## config.mk

```make
export PLATFORM = sky130hd
export DESIGN_NAME = mem_l1_port_arb
export DESIGN_NICKNAME = d
export VERILOG_FILES = /design/src/rtl/mem_l1_port_arb.sv
export SDC_FILE = /design/constraint.sdc
export NUM_CORES = 1
export LEC_CHECK = 0
export ABC_AREA = 1
export ABC_CLOCK_PERIOD_IN_PS = 4000
export CORE_AREA = 2 2 298 300
export CTS_BUF_LIST = sky130_fd_sc_hd__clkbuf_2 sky130_fd_sc_hd__clkbuf_4 sky130_fd_sc_hd__clkbuf_8
export CTS_CLUSTER_SIZE = 20
export DETAILED_ROUTE_END_ITERATION = 8
export DIE_AREA = 0 0 300 302
export PLACE_DENSITY = 0.32
export SYNTH_ARGS = -nofsm -noshare
export SYNTH_HDL_FRONTEND = slang
export SYNTH_SLANG_ARGS = --single-unit
export TNS_END_PERCENT = 30
```

## constraint.sdc

```tcl
create_clock -name clock -period 4 [get_ports clock]
set_clock_uncertainty 0.2 [all_clocks]
set_input_delay 0.8 -clock clock [delete_from_list [all_inputs] [get_ports clock]]
set_output_delay 0.8 -clock clock [all_outputs]
set_load 0.05 [all_outputs]
```

## src/rtl/mem_l1_port_arb.sv

```systemverilog
`default_nettype none
// +--------------------------------------------------------------------------+
// | Module   : mem_l1_port_arb                                               |
// | Purpose  : Shares the single L2/bus memory port between the L1 I-cache   |
// |            and L1 D-cache miss paths. One tile transaction is in flight  |
// |            at a time. The UMEM OPM/OK handshake is used on every side.   |
// |            A response watchdog turns a hung transaction into FAULT.      |
// | Revision : 1.0  initial release                                          |
// +--------------------------------------------------------------------------+
// | Ports                                                                    |
// |   clock, reset(async, active-low)                                        |
// |   icMemOpm/icMemAddr      -> I-side request; icMemData/icMemOK response  |
// |   dcMemOpm/dcMemAddr/     -> D-side request + store data;                |
// |   dcMemDataOut               dcMemData/dcMemOK response                  |
// |   memOpm/memAddr/         <- registered downstream request               |
// |   memDataOut                                                             |
// |   memDataIn/memOK         -> downstream response                         |
// |   arbGrant                <- one-hot grant, bit0 = I, bit1 = D           |
// | Parameters                                                               |
// |   TIMEOUT_CYC : REQ cycles without a response before the watchdog fires  |
// | Build option                                                             |
// |   JX2_L1ARB_RR_EN : round-robin on simultaneous requests; when undefined |
// |                     the D side always wins a tie.                        |
// | Encodings                                                                |
// |   OPM READY = 5'h00; OK READY=0, OK=1, HOLD=2, FAULT=3                   |
// +--------------------------------------------------------------------------+
module mem_l1_port_arb #(
  parameter int TIMEOUT_CYC = 1023
) (
  input  logic         clock,
  input  logic         reset,
  input  logic [4:0]   icMemOpm,
  input  logic [31:0]  icMemAddr,
  output logic [127:0] icMemData,
  output logic [1:0]   icMemOK,
  input  logic [4:0]   dcMemOpm,
  input  logic [31:0]  dcMemAddr,
  input  logic [127:0] dcMemDataOut,
  output logic [127:0] dcMemData,
  output logic [1:0]   dcMemOK,
  output logic [4:0]   memOpm,
  output logic [31:0]  memAddr,
  output logic [127:0] memDataOut,
  input  logic [127:0] memDataIn,
  input  logic [1:0]   memOK,
  output logic [1:0]   arbGrant
);

  localparam logic [4:0] c_OPM_READY = 5'h00;
  localparam logic [1:0] c_OK_READY  = 2'b00;
  localparam logic [1:0] c_OK_OK     = 2'b01;
  localparam logic [1:0] c_OK_HOLD   = 2'b10;
  localparam logic [1:0] c_OK_FAULT  = 2'b11;
  localparam logic [1:0] c_GNT_NONE  = 2'b00;
  localparam logic [1:0] c_GNT_I     = 2'b01;
  localparam logic [1:0] c_GNT_D     = 2'b10;
  localparam logic [9:0] c_WD_LIMIT  = 10'(TIMEOUT_CYC);

  typedef enum logic [1:0] {
    S_IDLE = 2'd0,
    S_REQ  = 2'd1,
    S_DONE = 2'd2
  } state_t;

  state_t         r_state;
  logic [1:0]     r_gnt;
  logic [1:0]     r_rrLast;
  logic [9:0]     r_wdCnt;
  logic           r_wdFault;
  logic [4:0]     r_memOpm;
  logic [31:0]    r_memAddr;
  logic [127:0]   r_memDataOut;

  logic           w_icReq;
  logic           w_dcReq;
  logic           w_pickDc;
  logic           w_srcDc;
  logic [4:0]     w_srcOpm;
  logic [31:0]    w_srcAddr;
  logic [127:0]   w_srcData;
  logic           w_dsResp;
  logic [9:0]     w_wdNext;
  logic [1:0]     w_grantedOK;

  assign w_icReq = (icMemOpm != c_OPM_READY);
  assign w_dcReq = (dcMemOpm != c_OPM_READY);

`ifdef JX2_L1ARB_RR_EN
  // On a tie, serve the side that did not own the last transaction.
  assign w_pickDc = w_dcReq && (!w_icReq || (r_rrLast != c_GNT_D));
`else
  // Fixed priority: D wins ties. The round-robin history is still tracked so
  // both builds carry identical state.
  assign w_pickDc = w_dcReq;
  logic w_unused_rrLast;
  assign w_unused_rrLast = ^r_rrLast;
`endif

  // In IDLE the source is the side about to be granted; afterwards it is the
  // side holding the grant.
  assign w_srcDc   = (r_state == S_IDLE) ? w_pickDc : r_gnt[1];
  assign w_srcOpm  = w_srcDc ? dcMemOpm  : icMemOpm;
  assign w_srcAddr = w_srcDc ? dcMemAddr : icMemAddr;
  assign w_srcData = w_srcDc ? dcMemDataOut : 128'd0;  // I side never stores

  assign w_dsResp  = (memOK == c_OK_OK) || (memOK == c_OK_FAULT);
  // Saturating: the counter never wraps past the limit.
  assign w_wdNext  = (r_wdCnt == c_WD_LIMIT) ? r_wdCnt : r_wdCnt + 10'd1;

  always_ff @(posedge clock or negedge reset) begin
    if (!reset) begin
      r_state      <= S_IDLE;
      r_gnt        <= c_GNT_NONE;
      r_rrLast     <= c_GNT_D;
      r_wdCnt      <= 10'd0;
      r_wdFault    <= 1'b0;
      r_memOpm     <= c_OPM_READY;
      r_memAddr    <= 32'd0;
      r_memDataOut <= 128'd0;
    end else begin
      case (r_state)
        S_IDLE: begin
          r_memOpm <= c_OPM_READY;
          if (w_icReq || w_dcReq) begin
            r_gnt        <= w_pickDc ? c_GNT_D : c_GNT_I;
            r_memOpm     <= w_srcOpm;
            r_memAddr    <= w_srcAddr;
            r_memDataOut <= w_srcData;
            r_state      <= S_REQ;
          end
        end

        S_REQ: begin
          // Track re-asserts from the owner. An owner that drops to READY has
          // abandoned the request; the downstream transaction is kept alive
          // with the last issued command so it can complete cleanly.
          if (w_srcOpm != c_OPM_READY) begin
            r_memOpm     <= w_srcOpm;
            r_memAddr    <= w_srcAddr;
            r_memDataOut <= w_srcData;
          end
          if (w_dsResp) begin
            r_state  <= S_DONE;
            r_memOpm <= c_OPM_READY;
          end else begin
            r_wdCnt <= w_wdNext;
            if (w_wdNext == c_WD_LIMIT) begin
              r_wdFault <= 1'b1;
              r_state   <= S_DONE;
              r_memOpm  <= c_OPM_READY;
            end
          end
        end

        S_DONE: begin
          r_memOpm <= c_OPM_READY;
          // After a watchdog fault the downstream may never answer, so the
          // release does not wait for memOK to return to READY.
          if ((w_srcOpm == c_OPM_READY) &&
              ((memOK == c_OK_READY) || r_wdFault)) begin
            r_state   <= S_IDLE;
            r_wdFault <= 1'b0;
            r_wdCnt   <= 10'd0;
            r_rrLast  <= r_gnt;
            r_gnt     <= c_GNT_NONE;
          end
        end

        default: begin
          r_state <= S_IDLE;
        end
      endcase
    end
  end

  assign w_grantedOK = ((r_state == S_DONE) && r_wdFault) ? c_OK_FAULT : memOK;

  // Zero-latency response routing. r_gnt is clear in IDLE, so both sides then
  // get the waiting-side answer and a fresh request sees HOLD.
  always_comb begin
    icMemOK = w_icReq ? c_OK_HOLD : c_OK_READY;
    dcMemOK = w_dcReq ? c_OK_HOLD : c_OK_READY;
    if (r_gnt[0]) begin
      icMemOK = w_grantedOK;
    end
    if (r_gnt[1]) begin
      dcMemOK = w_grantedOK;
    end
  end

  // Read data is broadcast; a side only consumes it alongside an OK, which
  // only the granted side can receive.
  assign icMemData  = memDataIn;
  assign dcMemData  = memDataIn;

  assign memOpm     = r_memOpm;
  assign memAddr    = r_memAddr;
  assign memDataOut = r_memDataOut;
  assign arbGrant   = r_gnt;

endmodule
`default_nettype wire

```

Word-level counts from Yosys, hierarchy flattened:

Index checks and enable logic that the tools add are counted.

* multiplexer cells: 36
* reductions and logical operators: 21
* add/sub/neg operators: 1
* eq/ne operators: 13

Operators with widths (count)
* two-way mux 128 bit: 3
* case mux 128 bit (2 select lines): 1
* two-way mux 32 bit: 3
* case mux 32 bit (2 select lines): 1
* two-way mux 10 bit: 3
* two-way mux 5 bit: 5
* two-way mux 2 bit: 11
* == test 10 bit, second input constant: 2
* case mux 10 bit (2 select lines): 1
* case mux 5 bit (3 select lines): 1
* nonzero test 5 bit: 3
* AND reduction 3 bit: 4
* adder 10 x 1 -> 10 bit, second input constant: 1
* != test 2 bit, second input constant: 4
* case mux 2 bit (3 select lines): 1
* nonzero test 2 bit: 3
* zero test 5 bit: 1
* == test 2 x 1 -> 1 bit, second input constant: 2
* == test 2 bit, second input constant: 2
* zero test 2 bit: 2
* two-way mux 1 bit: 4
* != test 4 bit, second input constant: 1
* case mux 2 bit (2 select lines): 1
* AND reduction 4 bit: 1
* other kinds (7): 10

* output and inout port bits: 427
* input bits: 334
* bits in registers: 180

Longest topological paths before layout:

Gate-level depths: netlist of run 1.

* depth after elaboration: 8
* mapped depth: 16
* depth with buffers taken out: 16

Least setup slack after synthesis of run 1:

Ideal clock, no wire load.

* path type: in2out
* from: input memOK[0]
* to: output icMemOK[0]
* data required time: 3.000 ns
* path slack: 1.020 ns
* arrival: 1.980 ns
* cell stages on the path: 2
* cells stage by stage: inv_1 a21boi_0

* cells in the longest elaborated chain, start to end: 2

Ends and longest elaborated chain
* start, declared: RTL line 45 `input logic [1:0] memOK,`
* two-way mux 2 bit: RTL line 176 `assign w_grantedOK = ((r_state == S_DONE) && r_wdFault) ? c_OK_FAULT : memOK;`
* two-way mux 2 bit: RTL line 183 `if (r_gnt[0]) begin`
* end, declared: RTL line 35 `output logic [1:0] icMemOK,`

No other way between the ends.

Final worst setup path of run 1:

* from: register r_state[0]
* to: output dcMemOK[1]

* cells in the longest elaborated chain, start to end: 4

Ends and longest elaborated chain
* start, declared: RTL line 65 `state_t r_state;`
* start signal, assigned: RTL line 112 `r_state <= S_IDLE;`
* start signal, assigned: RTL line 129 `r_state <= S_REQ;`
* start signal, assigned: RTL line 143 `r_state <= S_DONE;`
* == test 2 bit: RTL line 176
* logical AND 1 bit: RTL line 176
* two-way mux 2 bit: RTL line 176
* two-way mux 2 bit: RTL line 186 `if (r_gnt[1]) begin`
* end, declared: RTL line 40 `output logic [1:0] dcMemOK,`

No other way between the ends.

==> results.py, run 1 <==
metrics = {
    "clock_tree": {
        "cts_buffers": 17,
        "clk_latency_ns": 0.59,
        "root_buffer": "clkbuf_8",
        "cts.sinks": 180,
        "cts_tree": "built",
        "holdBufCountCts": 1,
        "cts_setup_buffers": 0,
        "cts.path.max_buffers": 2,
        "cts_max_level": 4,
        "cts_resized": 0,
        "clk_pin_slew_ns": 0.11,
    },
    "yosys": {
        "yosysUniqueCellTypes": 30,
        "synth-edff-count": 0,
        "ys_warn_count": 0,
        "synth_top_flop_cell": "dfrtp_1",
        "synth_cells": 1206,
        "synthArstFlopShare": 1.00,
        "syn_nets": 1546,
        "syn_area_mm2": 0.0100,
        "ys_seq_area_frac": 0.448,
        "ys_ff_latch": 180,
        "syn_avg_cell_area_um2": 8.33,
    },
    "run_status": {
        "outcome": "finished clean",
    },
    "power": {
        "ir_drop_uv": 461,
        "powerDensity_mw_per_mm2": 923,
        "total_leakage_power_nw": 5.59,
        "power_w": 0.0125,
    },
    "final_layout": {
        "area_growth_pct": 34.7,
        "final_common_cell": "nand2_1",
        "layout-drive-gt1-share": 0.0722,
        "layout_common_cells": "nand2_1 (407), clkdlybuf4s50_1 (371), dfrtp_1 (180)",
        "nets": 1643,
    },
    "routing": {
        "ant_nets": 0,
        "drt-vias-per-instance": 3.14,
        "routedWlPerCell_um": 14.5,
        "vias": 7786,
        "drc": 0,
        "drtPass1Iterations": 4,
        "drt_first_iter_violations": 371,
        "routed_wirelength_um": 36000,
    },
    "timing": {
        "slew_violations": 0,
        "fmax_mhz": 306,
        "final-hold-violation-count": 0,
        "worst_pin_slew_ns": 0.862,
        "final.period_utilization": 0.816,
        "rsz0062_at_grt": "no",
        "setup_tns_ns": 0,
        "setup_viol": 0,
        "slew-limit-headroom": 0.426,
        "min_period_ns": 3.26,
    },
    "run": {
        "drv_cap": 0,
    },
    "place": {
        "gp_congestion": 0.753,
        "io_buffers": 376,
        "hpwlAfterDp_um": 26400,
    },
    "worst_hold_path": {
        "hp-class": "reg2reg",
        "whs_path_depth": 2,
    },
    "floorplan": {
        "dieHeight_um": 302,
        "die-width_um": 300,
        "core_area_mm2": 0.0876,
        "rows": 109,
        "io_pins": 761,
        "start_util": 0.115,
        "dieArea_mm2": 0.0906,
    },
    "critical_path": {
        "startpoint_type": "flop",
        "path_max_fanout": 5,
        "end_kind": "primary output",
        "cp.arrival_ns": 2.26,
        "criticalPathCategory": "reg2out",
        "reg2regPathDepth": 12,
        "required_ns": 3.00,
    },
    "global_route": {
        "antenna_found_initial": 2,
        "grt_pass1_wl_um": 52700,
        "grt_max_degree": 161,
        "grt-ovfl-total": 0,
        "grt_pass1_vias": 8035,
        "grtUsageTotal": 0.0792,
    },
}
-- flip-flops by register name (all words and copies together), names as in the netlist --
register	cells
arbGrant	2
memAddr	32
memDataOut	128
memOpm	5
r_state	2
r_wdCnt	10
r_wdFault	1
-- Yosys cell counts, types with 2 or more instances --
library cell	n	area, um2
dfrtp_1	180	4500
inv_2	2	7.51
a21oi_1	5	25.0
clkbuf_1	25	93.8
nand3b_1	3	22.5
inv_1	27	101
nand3_1	11	55.1
buf_2	7	35.0
nand2_2	2	12.5
nor2_1	16	60.1
nand4_1	8	50.1
buf_4	265	1990
nand3_2	2	20.0
or2_2	32	200
buf_6	16	180
nand2_1	407	1530
o211ai_1	32	240
o21ai_1	93	465
nor2_2	2	12.5
ha_1	6	75.1
o21ai_0	54	270
o21bai_1	3	22.5
-- critical path, stage by stage (launching register included) --
cell	delay, ns
dfrtp_1	0.42
inv_1	0.11
ha_1	0.26
a21oi_1	0.11
o21ai_0	0.46
buf_4	0.30
-- metal layers --
metal | vias up | wire (um) | GRT usage
met1 | 3531 | 15200 | 0.0929
met4 | 2 | 1390 | 0.0430
met2 | 375 | 15900 | 0.118
li1 | 3775 | - | -
met3 | 103 | 3580 | 0.0390
met5 | - | 10 | 0
-- through the flow --
step | instance area, um2 | utilization | std cells | setup slack, ns | hold slack (ns)
floorplan | 10000 | - | 1206 | 1.02 | 0.290
detailed placement | 13100 | 0.150 | 2448 | 0.351 | 0.264
finish | 13500 | 0.155 | 2482 | 0.736 | 0.289
CTS | 13500 | 0.155 | 2481 | 0.519 | 0.296
global route | 13500 | 0.155 | 2482 | 0.467 | 0.310
global placement | 13100 | 0.150 | 2448 | 0.370 | 0.263
-- where the power goes --
part | internal [W] | switching (W)
clock network | 0.000490 | 0.000831
registers | 0.00270 | 0.000519
logic | 0.00247 | 0.00547
-- path summary, 6_finish.rpt --
kind | to | from | slack, ns
max reg2reg | memAddr[17] | r_state[1] | 0.94
max | dcMemOK[1] | r_state[0] | 0.74
max in group asynchronous | r_wdCnt[7] | reset | 2.10
min in group asynchronous | memDataOut[68] | reset | 0.58
min | memAddr[29] | memAddr[29] | 0.29
min reg2reg | memAddr[29] | memAddr[29] | 0.29
-- area by class of cell --
cell class	count	area [um2]
diodes	1	2.50
repair buffers	392	3940
flip-flops and latches	180	4500
well taps	1165	1460
clock buffers	20	269
multi-input cells	683	3130
clock inverters	12	110
inverters	29	114
fillers	10000	74000
-- kinds of logic (layout without fill, tap and decap cells) --
group	Yosys count	in the layout	share of synthesized area
other	0	1	0
buffers and inverters	343	453	0.241
and+or+nand+nor	486	486	0.198
DFF	180	180	0.448
adders and majority gates	6	6	0.00747
xor gates and xnor gates	2	2	0.00174
AOI/OAI and AO/OA	189	189	0.103
No activity file was read; power rests on OpenSTA's default activity.
==> run 2, diff against run 1 <==
--- a/config.mk
+++ b/config.mk
@@ -6,13 +6,13 @@
 export NUM_CORES = 1
 export LEC_CHECK = 0
 export ABC_AREA = 1
-export ABC_CLOCK_PERIOD_IN_PS = 4000
+export ABC_CLOCK_PERIOD_IN_PS = 2980
 export CORE_AREA = 2 2 298 300
 export CTS_BUF_LIST = sky130_fd_sc_hd__clkbuf_2 sky130_fd_sc_hd__clkbuf_4 sky130_fd_sc_hd__clkbuf_8
 export CTS_CLUSTER_SIZE = 20
 export DETAILED_ROUTE_END_ITERATION = 8
 export DIE_AREA = 0 0 300 302
-export PLACE_DENSITY = 0.32
+export PLACE_DENSITY = 0.33
 export SYNTH_ARGS = -nofsm -noshare
 export SYNTH_HDL_FRONTEND = slang
 export SYNTH_SLANG_ARGS = --single-unit
==> constraint.sdc (replaced) <==
create_clock -name clock -period 2.98 [get_ports clock]
set_clock_uncertainty 0.2 [all_clocks]
set_input_delay 0.596 -clock clock [delete_from_list [all_inputs] [get_ports clock]]
set_output_delay 0.596 -clock clock [all_outputs]
set_load 0.05 [all_outputs]
==> results.py, run 2 (same netlist as run 1, synthesis figures left out) <==
metrics = {
    "run_status": {
        "outcome": "finished clean",
    },
    "floorplan": {
        "core_area_mm2": 0.0876,
        "start_util": 0.115,
        "rows": 109,
        "die-width_um": 300,
        "io_pins": 761,
        "dieArea_mm2": 0.0906,
        "dieHeight_um": 302,
    },
    "final_layout": {
        "final_common_cell": "nand2_1",
        "layout-drive-gt1-share": 0.102,
        "num-fill-cells": 9944,
        "largest_register_ffs": 128,
        "nets": 1679,
        "stdcell_count": 2517,
        "layout_common_cells": "nand2_1 (406), clkdlybuf4s50_1 (369), dfrtp_1 (180)",
        "postLayoutCoreUtil": 0.160,
        "final_area_mm2": 0.0140,
        "area_growth_pct": 39.8,
    },
    "routing": {
        "drc": 0,
        "ant_nets": 0,
        "vias": 7956,
        "routedWlPerCell_um": 14.7,
        "routed_wirelength_um": 37000,
        "drt-vias-per-instance": 3.16,
        "drt_first_iter_violations": 368,
        "drtPass1Iterations": 4,
    },
    "global_route": {
        "grt_max_degree": 88,
        "grtUsageTotal": 0.0815,
        "grt_pass1_vias": 8448,
        "grt_pass1_wl_um": 54300,
        "antenna_found_initial": 4,
        "grt-ovfl-total": 0,
    },
    "power": {
        "power_frac_comb": 0.646,
        "switchingPower_w": 0.00929,
        "ir_drop_uv": 537,
        "intPower_w": 0.00845,
        "switching_share": 0.524,
        "p_seq_frac": 0.245,
        "total_leakage_power_nw": 5.86,
        "powerDensity_mw_per_mm2": 1260,
        "p_clk_frac": 0.109,
    },
    "worst_hold_path": {
        "hp-class": "reg2reg",
    },
    "place": {
        "placed_cell_area_mm2": 0.0135,
        "io_buffers": 376,
        "placed_cells": 2481,
        "gp_congestion": 0.755,
        "hpwlAfterDp_um": 28200,
    },
    "clock_tree": {
        "cts_tree": "built",
        "root_buffer": "clkbuf_8",
        "cts.sinks": 180,
        "cts_max_level": 4,
        "cts_buffers": 17,
        "clk_pin_slew_ns": 0.10,
        "clk_latency_ns": 0.57,
        "cts.path.max_buffers": 2,
    },
    "run": {
        "drv_cap": 0,
    },
    "timing": {
        "setup_viol": 0,
        "fin_hold_ws_ns": 0.289,
        "final.period_utilization": 0.926,
        "slew-limit-headroom": 0.547,
        "min_period_ns": 2.76,
        "final-hold-violation-count": 0,
        "fmax_mhz": 363,
        "rsz0062_at_grt": "yes",
        "worst_pin_slew_ns": 0.677,
        "slew_violations": 0,
    },
    "critical_path": {
        "path_max_fanout": 26,
        "startpoint_type": "flop",
        "end_kind": "flop",
        "required_ns": 3.24,
        "cp.arrival_ns": 3.02,
        "criticalPathCategory": "reg2reg",
    },
}
run 2: cell types whose count changed in the layout (fill, tap and decap cells not counted), sizes merged, moves of 2 or more:
cell           before  now
clkdlybuf4s50     371  369
inv                36   29
bufinv              0    3
clkbuf             21   24
buf                19   56
run 2: worst paths after layout:
check | slack [ns] | startpoint | cells past startpoint | to
max | 0.22 | r_state[0] | 14 | memDataOut[23]
max reg2reg | 0.22 | r_state[0] | 14 | memDataOut[23]
max in group asynchronous | 1.41 | reset | 3 | memDataOut[80]
min | 0.29 | memAddr[24] | 2 | memAddr[24]
min in group asynchronous | 0.41 | reset | 2 | memDataOut[52]
min reg2reg | 0.29 | memAddr[24] | 2 | memAddr[24]
run 2: critical path, stage by stage (launching register included):
cell       delay [ns]
dfrtp_1          0.42
inv_1            0.13
ha_2             0.23
inv_1            0.09
nand2_2          0.12
nand2_2          0.14
buf_4            0.17
nand2_1          0.05
nand2_1          0.09
nor2_2           0.17
nand3_2          0.16
nand2_8          0.13
buf_12           0.20
clkbuf_16        0.22
o21ai_0          0.08
run 2: power groups by stage:
stage | logic, W | registers [W] | clock network (W)
2_1_floorplan | 0.00453 | 0.00793 | 0
3_3_place_gp | 0.0115 | 0.00441 | 0
3_5_place_dp | 0.0115 | 0.00442 | 0
4_1_cts | 0.0115 | 0.00439 | 0.00210
5_1_grt | 0.0124 | 0.00451 | 0.00218
6_report | 0.0115 | 0.00435 | 0.00193
run 2: repair_timing:
item                       CTS  global route
gates cloned                 0             1
pin swaps                    0             1
buffers inserted             0             2
hold endpoints to repair    52             0
setup endpoints to repair    2           166
hold buffers                 1             0
resized for setup            3             8
run 2: area by class of cell:
cell class | count | area, um2 | area share
clock inverters | 8 | 126 | 0.00900
inverters | 29 | 114 | 0.00811
well taps | 1165 | 1460 | 0.104
flip-flops and latches | 180 | 4500 | 0.321
repair buffers | 428 | 4400 | 0.313
clock buffers | 22 | 290 | 0.0207
diodes | 2 | 5.00 | 0.000356
multi-input cells | 683 | 3150 | 0.224
run 2: through the flow:
| step | setup WS, ns | total power (W) | TNS [ns] |
|---|---|---|---|
| after floorplan | 0.285 | 0.0125 | 0 |
| after global placement | -0.132 | 0.0159 | -11.78 |
| after detailed placement | -0.152 | 0.0159 | -12.90 |
| after CTS | 0.0297 | 0.0180 | 0 |
| after global routing | 0.00459 | 0.0191 | 0 |
| final | 0.222 | 0.0177 | 0 |
run 2: per-layer routing:
| layer | vias to the layer above | routed length, um | global-route usage |
|---|---|---|---|
| met3 | 114 | 3360 | 0.0363 |
| met5 | - | 27 | 0 |
| li1 | 3846 | - | - |
| met4 | 4 | 1420 | 0.0414 |
| met1 | 3650 | 15300 | 0.0938 |
| met2 | 342 | 16900 | 0.128 |
==> variant (flow settings as in run 1) <==
Build with the macro `JX2_L1ARB_RR_EN` defined.
--- a/src/rtl/mem_l1_port_arb.sv
+++ b/src/rtl/mem_l1_port_arb.sv
@@ -26,2 +26,4 @@
 // +--------------------------------------------------------------------------+
+`define JX2_L1ARB_RR_EN
+
 module mem_l1_port_arb #(
Check against the original RTL: not equivalent (a bounded check fails within 4 cycles, from zero or initial values and one cycle with reset low).
==> variant against run 1 <==
Sequential cell count increased by 2; worst setup slack worse by 0.38 ns; combinational power increased by 0.6%; critical endpoint is now icMemOK[0]; critical path depth did not move; cell count increased by 0.12%; sequential share of layout area shrank 0.30 points; largest cell class unchanged; die area stayed put; total power grew 1.5%; routed wire length decreased by 2.4%; global-route usage shrank 0.10 points; area after synthesis is 1.0% higher; final area increased by 2.1%.
==> variant: results (changes against run 1) <==
* Syn. warnings at 0 (unchanged)
* CTS Hold Bufs at 1 (unchanged)
* Async SR Flop Fraction at 1.00 (unchanged)
* Maximum fanout along the worst path at 5 (unchanged)
* CP peak stage delay at 0.85 ns (was 0.46 ns)
* Post-CTS Resized at 0 (unchanged)
* Hold Crit Class: register to register (unchanged)
* Max FFs per register at 128 (unchanged)
* Arrival time worst endpoint at 2.65 ns (was 2.26 ns)
* Most frequent cells after synthesis: nand2_1 (382), buf_4 (271), dfrtp_1 (181) (was nand2_1 (407), buf_4 (265), dfrtp_1 (180))
* Post-Place Setup Slack at 0.406 ns (was 0.351 ns)
* Outcome: finished clean (unchanged)
* Top cells by area, synth: dfrtp_1 (45%), buf_4 (20%), nand2_1 (14%) (was dfrtp_1 (45%), buf_4 (20%), nand2_1 (15%))
* Worst rel slew slack at 0.335 (was 0.426)
* Clock-pin slew on the worst setup and hold paths at 0.10 ns
* Post-CTS setup buffer count at 0 (unchanged)
* Vias in the first global route at 8115 (was 8035)
* Critical-path top delay cell: clkdlybuf4s50_1 (was o21ai_0)
* DR vias at 7823 (was 7786)
* Sequential element share of the synthesized area at 0.449 (was 0.448)
* CTS buffer count at 17 (unchanged)
* Synth unique cells at 30 (unchanged)
* Port Buffers at 376 (unchanged)
* Htree depth at 4 (unchanged)
* Post-Place Cells at 2450 (was 2448)
* Synth Instances at 1196 (was 1206)
* Routed wire length at 35.2 mm (was 36.0 mm)
* Via density at 3.15 (was 3.14)
* Placement Cell Area at 13300 µm² (was 13100 µm²)
* GP Congestion at 0.791 (was 0.753)
* Initial drt markers at 292 (was 371)
* Clock insertion delay at the later pin of the skew report at 0.59 ns (about the same)
* Max VDD drop at 789 µV (was 461 µV)
* Syn Nets at 1536 (was 1546)
* First-pass GRT wire length at 52.1 mm (was 52.7 mm)
* Static leakage at 5.67 nW (was 5.59 nW)
* DR pass1 iterations at 4 (unchanged)
* GRT Total Usage at 0.0781 (was 0.0792)
* CTS Root Buffer Type: clkbuf_8 (unchanged)
* Initial antenna violation count at 1 (was 2)
* Crit-path leading delay family: buffers and inverters (was compound AO/OA/AOI/OAI gates)
* Largest net degree at the start of global routing at 84 (was 161)
* Nets at 1645 (was 1643)
* DP HPWL at 26.8 mm (was 26.4 mm)
* Share of layout cells above drive strength 1 at 0.0547 (was 0.0722)
variant: cell count changes in the layout (fill, tap and decap cells not counted), sizes merged, moves of 5 or more:
cell,change
o21ai,+34
mux2i,+32
o211ai,-32
or2,-30
nand2,-25
nand3,+8
buf,+7
bufinv,+5
variant: cell type report:
class | count | area (µm²)
fillers | 9981 | 73700
flip-flops and latches | 182 | 4560
repair buffers | 403 | 4060
multi-input cells | 671 | 3150
well taps | 1165 | 1460
clock buffers | 18 | 248
clock inverters | 13 | 218
inverters | 30 | 113
diodes | 3 | 7.51
variant: path summary, 6_finish.rpt:
path / startpoint / to / slack (ns) / depth (start not counted)
worst max-delay path: r_state[0]$_DFFE_PN0P_ / icMemOK[0] / 0.35 / 5
worst min-delay path: memDataOut[33]$_DFFE_PN0P_ / memDataOut[33]$_DFFE_PN0P_ / 0.29 / 2
worst max register to register: r_state[0]$_DFFE_PN0P_ / memDataOut[16]$_DFFE_PN0P_ / 1.06 / 15
worst min register to register: memDataOut[33]$_DFFE_PN0P_ / memDataOut[33]$_DFFE_PN0P_ / 0.29 / 2
max in group asynchronous: reset / r_rrLast[1]$_DFFE_PN1P_ / 2.20 / 3
min in group asynchronous: reset / memDataOut[16]$_DFFE_PN0P_ / 0.59 / 2
variant: report_power, final:
part | total [mW] | switching [mW] | internal, mW
logic | 7.99 | 5.43 | 2.56
clock network | 1.57 | 0.803 | 0.763
registers | 3.11 | 0.460 | 2.65
variant: routing by layer:
metal / share of wire / global-route usage / wire, µm
met2: 0.44 / 0.115 / 15400
met4: 0.051 / 0.0512 / 1790
met1: 0.38 / 0.0825 / 13300
met5: 0.0014 / 0.00362 / 49
met3: 0.13 / 0.0491 / 4600
variant: worst min-delay path, cell delays in order, from the launching register on:
cell     delay (ns)
dfrtp_1        0.36
nand2_1        0.05
o21ai_1        0.06
variant: cells by family (layout without fill, tap and decap cells):
| kind of cell | after synthesis | count (layout) | share of synthesized area |
|---|---|---|---|
| and+or+nand+nor | 441 | 441 | 0.174 |
| buffers and inverters | 343 | 464 | 0.242 |
| AOI/OAI and AO/OA | 191 | 191 | 0.0955 |
| DFF | 182 | 182 | 0.449 |
| muxes | 32 | 32 | 0.0316 |
| adders and majority gates | 6 | 6 | 0.00740 |
| xor gates and xnor gates | 1 | 1 | 0.000863 |
| other | 0 | 3 | 0 |
variant: through the flow:
stage | hold slack [ns] | power [mW]
after floorplan | 0.254 | 9.29
after global placement | 0.271 | 11.3
after detailed placement | 0.277 | 11.3
after CTS | 0.303 | 13.0
after global routing | 0.322 | 13.7
final | 0.295 | 12.7
